## config.mk

```make
export PLATFORM = sky130hd
export DESIGN_NAME = uart_cfg_regs
export DESIGN_NICKNAME = d
export VERILOG_FILES = /design/src/rtl/uart_cfg_regs.sv
export SDC_FILE = /design/constraint.sdc
export NUM_CORES = 1
export LEC_CHECK = 0
export ABC_AREA = 1
export CORE_AREA = 10 10 111 113
export DETAILED_ROUTE_END_ITERATION = 12
export DIE_AREA = 0 0 121 123
export GPL_ROUTABILITY_DRIVEN = 0
export PLACE_DENSITY = 0.81
export SYNTH_ARGS = -nofsm -noshare
export SYNTH_HDL_FRONTEND = slang
export SYNTH_SLANG_ARGS = --single-unit
```

## constraint.sdc

```tcl
create_clock -name clk -period 2.5 [get_ports clk]
set_input_delay 0.75 -clock clk [delete_from_list [all_inputs] [get_ports clk]]
set_output_delay 0.75 -clock clk [all_outputs]
set_load 0.05 [all_outputs]
```

## src/rtl/uart_cfg_regs.sv

```systemverilog
// UART configuration registers with idle-gated shadow commit and an
// oversample/baud tick generator driven by the active divisor and prescale.
module uart_cfg_regs #(
  parameter int DIV_WIDTH       = 16,
  parameter int DEF_PRESCALE    = 32,
  parameter int DEF_DIVISOR     = 14,
  parameter int DEF_PARITY_EN   = 1,
  parameter int DEF_PARITY_TYPE = 0,
  parameter int DEF_ENABLE      = 1
) (
  input  logic                 clk,
  input  logic                 rst_n,
  input  logic                 cfg_wr_en,
  input  logic                 cfg_rd_en,
  input  logic [1:0]           cfg_addr,
  input  logic [31:0]          cfg_wdata,
  output logic [31:0]          cfg_rdata,
  output logic                 cfg_rd_valid,
  input  logic                 uart_busy,
  output logic                 uart_enable,
  output logic                 uart_parity_enable,
  output logic                 uart_parity_type,
  output logic [5:0]           uart_prescale,
  output logic [DIV_WIDTH-1:0] uart_divisor,
  output logic                 uart_os_tick,
  output logic                 uart_baud_tick,
  output logic                 cfg_update_pending,
  output logic                 cfg_error
);

  localparam logic [5:0]           DEF_PRESC_L = 6'(DEF_PRESCALE);
  localparam logic [DIV_WIDTH-1:0] DEF_DIV_L   = DIV_WIDTH'(DEF_DIVISOR);
  localparam logic                 DEF_PEN_L   = 1'(DEF_PARITY_EN);
  localparam logic                 DEF_PTYP_L  = 1'(DEF_PARITY_TYPE);
  localparam logic                 DEF_EN_L    = 1'(DEF_ENABLE);

  function automatic logic prescale_legal(input logic [5:0] p);
    return (p == 6'd8) || (p == 6'd16) || (p == 6'd32);
  endfunction

  logic                 sh_par_en, sh_par_type, sh_enable;
  logic [5:0]           sh_prescale;
  logic [DIV_WIDTH-1:0] sh_divisor;
  logic [DIV_WIDTH-1:0] div_cnt;
  logic [5:0]           os_cnt;
  logic [31:0]          rd_mux;

  logic wr_ctrl, wr_div, wr_status, ctrl_ok, div_ok;
  logic wr_legal, wr_illegal, commit, clear_cnt, div_wrap, os_wrap;

  assign wr_ctrl    = cfg_wr_en && (cfg_addr == 2'd0);
  assign wr_div     = cfg_wr_en && (cfg_addr == 2'd1);
  assign wr_status  = cfg_wr_en && (cfg_addr == 2'd2);
  assign ctrl_ok    = prescale_legal(cfg_wdata[7:2]);
  assign div_ok     = (cfg_wdata[DIV_WIDTH-1:0] != '0);
  assign wr_legal   = (wr_ctrl && ctrl_ok) || (wr_div && div_ok);
  assign wr_illegal = (wr_ctrl && !ctrl_ok) || (wr_div && !div_ok);
  // Commit samples the shadow as it stood before any same-cycle write.
  assign commit     = cfg_update_pending && !uart_busy;
  assign clear_cnt  = commit || !uart_enable;
  assign div_wrap   = (div_cnt == uart_divisor - 1'b1);
  assign os_wrap    = (os_cnt == uart_prescale - 6'd1);

  always_comb begin
    rd_mux = '0;
    case (cfg_addr)
      2'd0: rd_mux = {23'd0, sh_enable, sh_prescale, sh_par_type, sh_par_en};
      2'd1: rd_mux[DIV_WIDTH-1:0] = sh_divisor;
      2'd2: rd_mux = {29'd0, cfg_error, uart_enable, cfg_update_pending};
      default: rd_mux = '0;
    endcase
  end

  // Shadow, active, pending and error state
  always_ff @(posedge clk or negedge rst_n) begin
    if (!rst_n) begin
      sh_par_en          <= DEF_PEN_L;
      sh_par_type        <= DEF_PTYP_L;
      sh_prescale        <= DEF_PRESC_L;
      sh_enable          <= DEF_EN_L;
      sh_divisor         <= DEF_DIV_L;
      uart_parity_enable <= DEF_PEN_L;
      uart_parity_type   <= DEF_PTYP_L;
      uart_prescale      <= DEF_PRESC_L;
      uart_enable        <= DEF_EN_L;
      uart_divisor       <= DEF_DIV_L;
      cfg_update_pending <= 1'b0;
      cfg_error          <= 1'b0;
    end else begin
      if (commit) begin
        uart_parity_enable <= sh_par_en;
        uart_parity_type   <= sh_par_type;
        uart_prescale      <= sh_prescale;
        uart_enable        <= sh_enable;
        uart_divisor       <= sh_divisor;
      end
      if (wr_ctrl && ctrl_ok) begin
        sh_par_en   <= cfg_wdata[0];
        sh_par_type <= cfg_wdata[1];
        sh_prescale <= cfg_wdata[7:2];
        sh_enable   <= cfg_wdata[8];
      end
      if (wr_div && div_ok) sh_divisor <= cfg_wdata[DIV_WIDTH-1:0];
      if (wr_legal)    cfg_update_pending <= 1'b1;
      else if (commit) cfg_update_pending <= 1'b0;
      if (wr_illegal)                     cfg_error <= 1'b1;
      else if (wr_status && cfg_wdata[2]) cfg_error <= 1'b0;
    end
  end

  // Registered read port
  always_ff @(posedge clk or negedge rst_n) begin
    if (!rst_n) begin
      cfg_rdata    <= '0;
      cfg_rd_valid <= 1'b0;
    end else begin
      cfg_rd_valid <= cfg_rd_en;
      if (cfg_rd_en) cfg_rdata <= rd_mux;
    end
  end

  // Tick generator: divisor counter feeds the oversample counter
  always_ff @(posedge clk or negedge rst_n) begin
    if (!rst_n) begin
      div_cnt        <= '0;
      os_cnt         <= '0;
      uart_os_tick   <= 1'b0;
      uart_baud_tick <= 1'b0;
    end else if (clear_cnt) begin
      div_cnt        <= '0;
      os_cnt         <= '0;
      uart_os_tick   <= 1'b0;
      uart_baud_tick <= 1'b0;
    end else if (div_wrap) begin
      div_cnt        <= '0;
      uart_os_tick   <= 1'b1;
      uart_baud_tick <= os_wrap;
      os_cnt         <= os_wrap ? 6'd0 : os_cnt + 6'd1;
    end else begin
      div_cnt        <= div_cnt + 1'b1;
      uart_os_tick   <= 1'b0;
      uart_baud_tick <= 1'b0;
    end
  end

endmodule

```

==> reports/metrics.yaml, run 1 <==
run_status:
  status: "complete, no violations"
cells_and_area:
  drive_gt1_frac: 0.1028
  nets: 787
  num-fill-cells: 826
  antenna_cells: 0
  finalNonFillerCells: 885
  area_growth_pct: 20.55
  finish.instance_area_um2: 6208
placement:
  place_area_um2: 5938
  io_buffers: 68
  dp_hpwl_um: 9812
  placed_cells: 869
worst_hold_path:
  worstHoldPathType: "in2async"
die:
  dieArea_um2: 14880
  die_h_um: 123
  io_pins: 101
  fp.coreArea_um2: 10140
  rows: 37
  fp.dieW_um: 121
  initial_core_util: 0.5080
sta:
  tightest_slew_ns: 1.092
  fmax_mhz: 408.6
  clock_skew_ns: 0.01062
  fin_crit_ns: 2.447
  maxSlewViolCount: 0
  slew_headroom: 0.2691
  hold_ws_ns: 0.3610
  hold_viol_final: 0
  period_share: 0.9790
  setup_viol: 0
  setup_total_negative_slack_ns: 0
  rsz0062_at_grt: "no"
power:
  p_per_area_nw_per_um2: 964.7
  p_seq_frac: 0.350
  p_comb_frac: 0.438
  clkPwrFrac: 0.212
  swShare: 0.4380
  peakVddDrop_mv: 0.5689
  power.total_mw: 5.989
  p_int_mw: 3.366
  power_leakage_nw: 3.122
  power_switching_mw: 2.623
grt:
  grt_start_max_net_pins: 42
  grt_usage: 0.1747
  grt_pass1_vias: 4533
  antenna_found_initial: 0
  grt-ovfl-total: 0
  grt_pass1_wl_um: 21450
clock_tree:
  clkLatencyLatePin_ns: 0.36
  numCtsBuffers: 9
  cts_setup_buffers: 0
  clockBufferDepth: 2
  clkTransAtPathRegs_ns: 0.09
  tritoncts: "done"
  h-tree-depth: 3
  cts_root_buf: "clkbuf_8"
  clock_sinks: 93
setup_path:
  cp_slowest_cell: "clkdlybuf4s50_1"
  required_ns: 1.75
  end_kind: "primary output"
  start_kind: "register"
  crit_family: "buffers and inverters"
  critPathMaxFanout: 2
  crit_chain: "clkdlybuf4s50_1"
  cp.buffers_inverters: 1
  worst-setup-path-type: "reg2out"
  cpPeakStageDelay_ns: 0.80
  cp.arrival_ns: 1.70
routing:
  antenna_left: 0
  num_vias: 4504
  topRoutingLayerUsed: "met4"
  dr.pass1.iters: 5
  drt_iter0_markers: 235
  routed_via_density: 5.089
  met3WireLength_um: 842
  m1WireLength_um: 5343
  drcViolationCount: 0
  wl_um: 12840
  routedWlPerCell_um: 14.51
  dr_wl_met2_um: 6502
logic_synthesis:
  synth_warnings: 0
  synthesis.area_um2: 5150
  yosysSeqAreaShare: 0.4548
  synth_common_cells: "nand2_1 (189), inv_1 (90), dfrtp_1 (81)"
  postSynth.asyncResetShare: 1.000
  syn_inst: 673
  syn_avg_cell_area_um2: 7.652
  yosysTopAreaCellShare: 0.3936
  yosysMostFrequentCell: "nand2_1"
  synth_top_flop_cell: "dfrtp_1"
  yosysTopAreaCell: "dfrtp_1"
  synth_edf_count: 0
  synth_cell_types: 38
  synth_top_cells_by_area: "dfrtp_1 (39%), nand2_1 (14%), inv_1 (6.6%)"
  synth-seq-cells: 93
job:
  drv_cap: 0
[registers in the layout (all words and copies together) (netlist names), 6 cells and up]
name           count
cfg_rdata         16
div_cnt           16
os_cnt             6
sh_divisor        16
sh_prescale        6
uart_divisor      16
uart_prescale      6
[routing by layer]
layer | track usage | vias to the layer above
met2 | 0.3017 | 151
met4 | 0.06863 | 0
met3 | 0.04603 | 13
met5 | 0 | -
met1 | 0.2034 | 2134
li1 | - | 2206
[repair_timing]
action / CTS / global route
resized for setup: 1 / 4
endpoints found under the hold margin: 0 / 0
hold buffers: 0 / 0
setup endpoints to repair: 1 / 4
[path summary, 6_finish.rpt]
| check | slack (ns) | end | cells after the start | from |
|---|---|---|---|---|
| max in group asynchronous | 1.49 | sh_divisor[2] | 2 | rst_n |
| min in group clk | 0.50 | uart_parity_enable | 2 | uart_parity_enable |
| worst max-delay path | 0.05 | uart_parity_enable | 1 | uart_parity_enable |
| worst min-delay path | 0.36 | uart_parity_type | 1 | rst_n |
| worst min register to register | 0.50 | uart_parity_enable | 2 | uart_parity_enable |
| worst max register to register | 0.18 | div_cnt[0] | 13 | uart_divisor[0] |
[placed cells by master, fill, tap and decap left out, types with 4 or more instances in the layout]
master	instances
a31oi_1	6
buf_4	18
bufinv_16	4
clkbuf_8	9
clkdlybuf4s50_1	57
conb_1	16
dfrtp_1	81
dfstp_2	12
dlymetal6s2s_1	4
ha_1	4
inv_1	90
nand2_1	189
nand3_1	46
nand3b_1	4
nand4_1	10
nor2_1	55
nor2_2	17
nor3_1	6
o21ai_0	54
xnor2_1	13
xor2_1	24
[layout make-up]
type	instances	area (um^2)	area share
flip-flops and latches	93	2342	0.3773
clock inverters	7	137.6	0.02217
well taps	136	170.2	0.02741
clock buffers	9	123.9	0.01995
repair buffers	81	784.5	0.1264
multi-input cells	465	2297	0.3700
inverters	94	352.8	0.05683
[power by group through the flow]
stage                     clock [mW]  sequential, mW  combinational [mW]
after CTS                       1.29            2.09                2.62
after global routing            1.36            2.13                2.90
after detailed placement           0            2.12                2.61
after global placement             0            2.11                2.53
after floorplan                    0            2.63                1.33
final                           1.27            2.10                2.62
[metrics by stage]
step,setup slack [ns],utilization
2_1_floorplan,0.3051,-
3_3_place_gp,-0.1245,0.5857
3_5_place_dp,-0.1795,0.5857
4_1_cts,0.001975,0.6114
5_1_grt,0.005065,0.6124
6_report,0.05262,0.6124
[kinds of logic after synthesis]
family                     share of synthesized area
and+or+nand+nor                               0.2898
other                                      0.0007282
xor gates and xnor gates                     0.06293
muxes                                       0.002186
adders and majority gates                   0.009719
DFF                                           0.4548
buffers and inverters                         0.1105
AOI/OAI and AO/OA                            0.06924
No activity file was read; power rests on OpenSTA's default activity.
==> run 2: changes to the inputs <==
==> config.mk (replaced) <==
export PLATFORM = sky130hd
export DESIGN_NAME = uart_cfg_regs
export DESIGN_NICKNAME = d
export VERILOG_FILES = /design/src/rtl/uart_cfg_regs.sv
export SDC_FILE = /design/constraint.sdc
export NUM_CORES = 1
export LEC_CHECK = 0
export CORE_AREA = 10 10 108 110
export DETAILED_ROUTE_END_ITERATION = 12
export DIE_AREA = 0 0 118 120
export GPL_ROUTABILITY_DRIVEN = 0
export PLACE_DENSITY = 0.82
export SYNTH_ARGS = -nofsm -noshare
export SYNTH_HDL_FRONTEND = slang
export SYNTH_SLANG_ARGS = --single-unit
==> run 2 against run 1 <==
- clock skew rose by 0.0012 ns
- power fell by 13%
- non-clock buffer count rose by 46
- via count fell by 11%
- clock power fell by 25%
- worst setup slack got worse by 0.052 ns
- largest power group unchanged
==> reports/metrics.yaml, run 2 <==
die:
  initial_core_util: 0.5068
  fp.coreArea_um2: 9549
  die_h_um: 120
  rows: 36
  io_pins: 101
  fp.dieW_um: 118
  dieArea_um2: 14160
clock_tree:
  clock_sinks: 93
  h-tree-depth: 3
  tritoncts: "done"
  cts_root_buf: "clkbuf_8"
  numCtsBuffers: 9
  clkTransAtPathRegs_ns: 0.10
  clkLatencyLatePin_ns: 0.37
  clockBufferDepth: 2
  hold_buffers: 0
sta:
  slew_headroom: 0.6363
  hold_viol_final: 0
  tightest_slew_ns: 0.5438
  rsz0062_at_grt: "yes"
  period_share: 0.9996
  maxSlewViolCount: 0
  hold_ws_ns: 0.3030
  fmax_mhz: 400.1
  setup_total_negative_slack_ns: 0
  fin_crit_ns: 2.499
  setup_viol: 0
  clock_skew_ns: 0.01185
  setup_slack_ns: 0.0008853
run_status:
  status: "complete, no violations"
setup_path:
  required_ns: 2.80
  worst-setup-path-type: "reg2reg"
  start_kind: "register"
  critPathMaxFanout: 8
  end_kind: "register"
  cp.arrival_ns: 2.79
routing:
  dr.pass1.iters: 5
  routedWlPerCell_um: 17.67
  drt_iter0_markers: 218
  antenna_left: 0
  num_vias: 4007
  wl_um: 12730
  drcViolationCount: 0
  routed_via_density: 5.565
power:
  power.total_mw: 5.216
  peakVddDrop_mv: 0.5132
  power_leakage_nw: 2.798
  p_per_area_nw_per_um2: 816.9
grt:
  grt_usage: 0.1780
  grt-ovfl-total: 0
  top_usage_layer: "met2"
  grt_pass1_vias: 4274
  antenna_found_initial: 0
  grt_util_met3: 0.04735
  use_met2: 0.3049
  grtUsageMet1: 0.2024
  grt_start_max_net_pins: 42
  grt_pass1_wl_um: 21010
logic_synthesis:
  syn_inst: 465
  synth_warnings: 0
  postSynth.asyncResetShare: 1.000
  yosysMostFrequentCell: "dfrtp_1"
  synth_top_flop_cell: "dfrtp_1"
  synth-seq-cells: 93
  yosysTopAreaCell: "dfrtp_1"
  synthesis.area_um2: 4840
  syn_avg_cell_area_um2: 10.41
  synth_common_cells: "dfrtp_1 (81), mux2_2 (40), nor2_1 (35)"
  synth_cell_types: 64
  synth_edf_count: 0
  yosysTopAreaCellShare: 0.4188
  yosysSeqAreaShare: 0.4840
  synth_top_cells_by_area: "dfrtp_1 (42%), mux2_2 (9.3%), dfstp_2 (6.5%)"
worst_hold_path:
  worstHoldPathType: "in2async"
placement:
  pre_cts_ws_ns: -0.2911
  place_area_um2: 6047
  placed_cells: 702
  io_buffers: 68
  dp_hpwl_um: 9437
job:
  drv_cap: 0
cells_and_area:
  antenna_cells: 0
  layout_common_cells: "dfrtp_1 (80), buf_4 (63), clkdlybuf4s50_1 (53)"
  finish.instance_area_um2: 6385
  final_common_cell: "dfrtp_1"
  nets: 625
  fin_util: 0.6686
  area_growth_pct: 31.93
  num-fill-cells: 689
  finalNonFillerCells: 720
  drive_gt1_frac: 0.3015
[run 2: changes by cell type after synthesis, moves of 7 or more]
cell	change
o22ai_1	+7
a21oi_1	+9
nand3_1	-22
inv_1	-67
nand2_1	-168
o21ai_0	-32
mux2i_1	+9
nor2_1	-21
nor2_2	-16
mux2_2	+39
[run 2: layout make-up]
class	instances	area, um^2	share of cell area
clock buffer	10	127.6	0.01999
clock inverter	6	51.30	0.008034
inverter	23	88.84	0.01391
multi-input combinational	328	2435	0.3813
sequential	93	2344	0.3670
tap	133	166.4	0.02606
timing repair buffer	127	1172	0.1836
[run 2: path summary, 6_finish.rpt]
path                                      start             to  slack [ns]  cells after the start
worst max-delay path            uart_divisor[6]      os_cnt[1]      0.0009                      8
worst min-delay path                      rst_n   cfg_rdata[7]        0.30                      1
worst max register to register  uart_divisor[6]      os_cnt[1]      0.0009                      8
worst min register to register        sh_enable    uart_enable        0.48                      2
max in group asynchronous                 rst_n  sh_divisor[1]        1.49                      2
min in group clk                      sh_enable    uart_enable        0.48                      2
[run 2: what timing repair did]
action,in CTS,in global routing
gates resized for setup,20,14
endpoints found under the setup margin,6,20
pin swaps,3,12
gates cloned,0,0
buffers inserted,3,0
[run 2: logic make-up (layout without fill, tap and decap cells)]
| kind of cell | Yosys count | count (layout) | synth area share |
|---|---|---|---|
| other | 1 | 16 | 0.0007749 |
| flip-flops | 93 | 93 | 0.4840 |
| AND/OR/NAND/NOR | 150 | 150 | 0.1678 |
| AO/OA/AOI/OAI | 70 | 70 | 0.09282 |
| adder cells (fa/ha/maj) | 4 | 4 | 0.01034 |
| buffers and inverters | 59 | 166 | 0.06205 |
| multiplexers | 49 | 49 | 0.1117 |
| XOR/XNOR | 39 | 39 | 0.07058 |
[run 2: critical path, cell delays in order (launching register included)]
cell and delay (ns):
dfrtp_1 0.39, or4_4 0.65, nor4_4 0.31, nor3_2 0.07, a211oi_2 0.21, nand4_1 0.13
buf_6 0.16, or3b_4 0.39, a21oi_2 0.12
[run 2: metal layers]
metal  wire (um)  part of all wire
met5           0                 0
met4         374             0.029
met3         825             0.065
met2        6303              0.50
met1        5222              0.41
[run 2: report_power, final]
group / switching (mW) / internal [mW] / total (mW)
registers: 0.246 / 1.75 / 1.99
clock network: 0.568 / 0.380 / 0.948
logic: 1.37 / 0.905 / 2.28
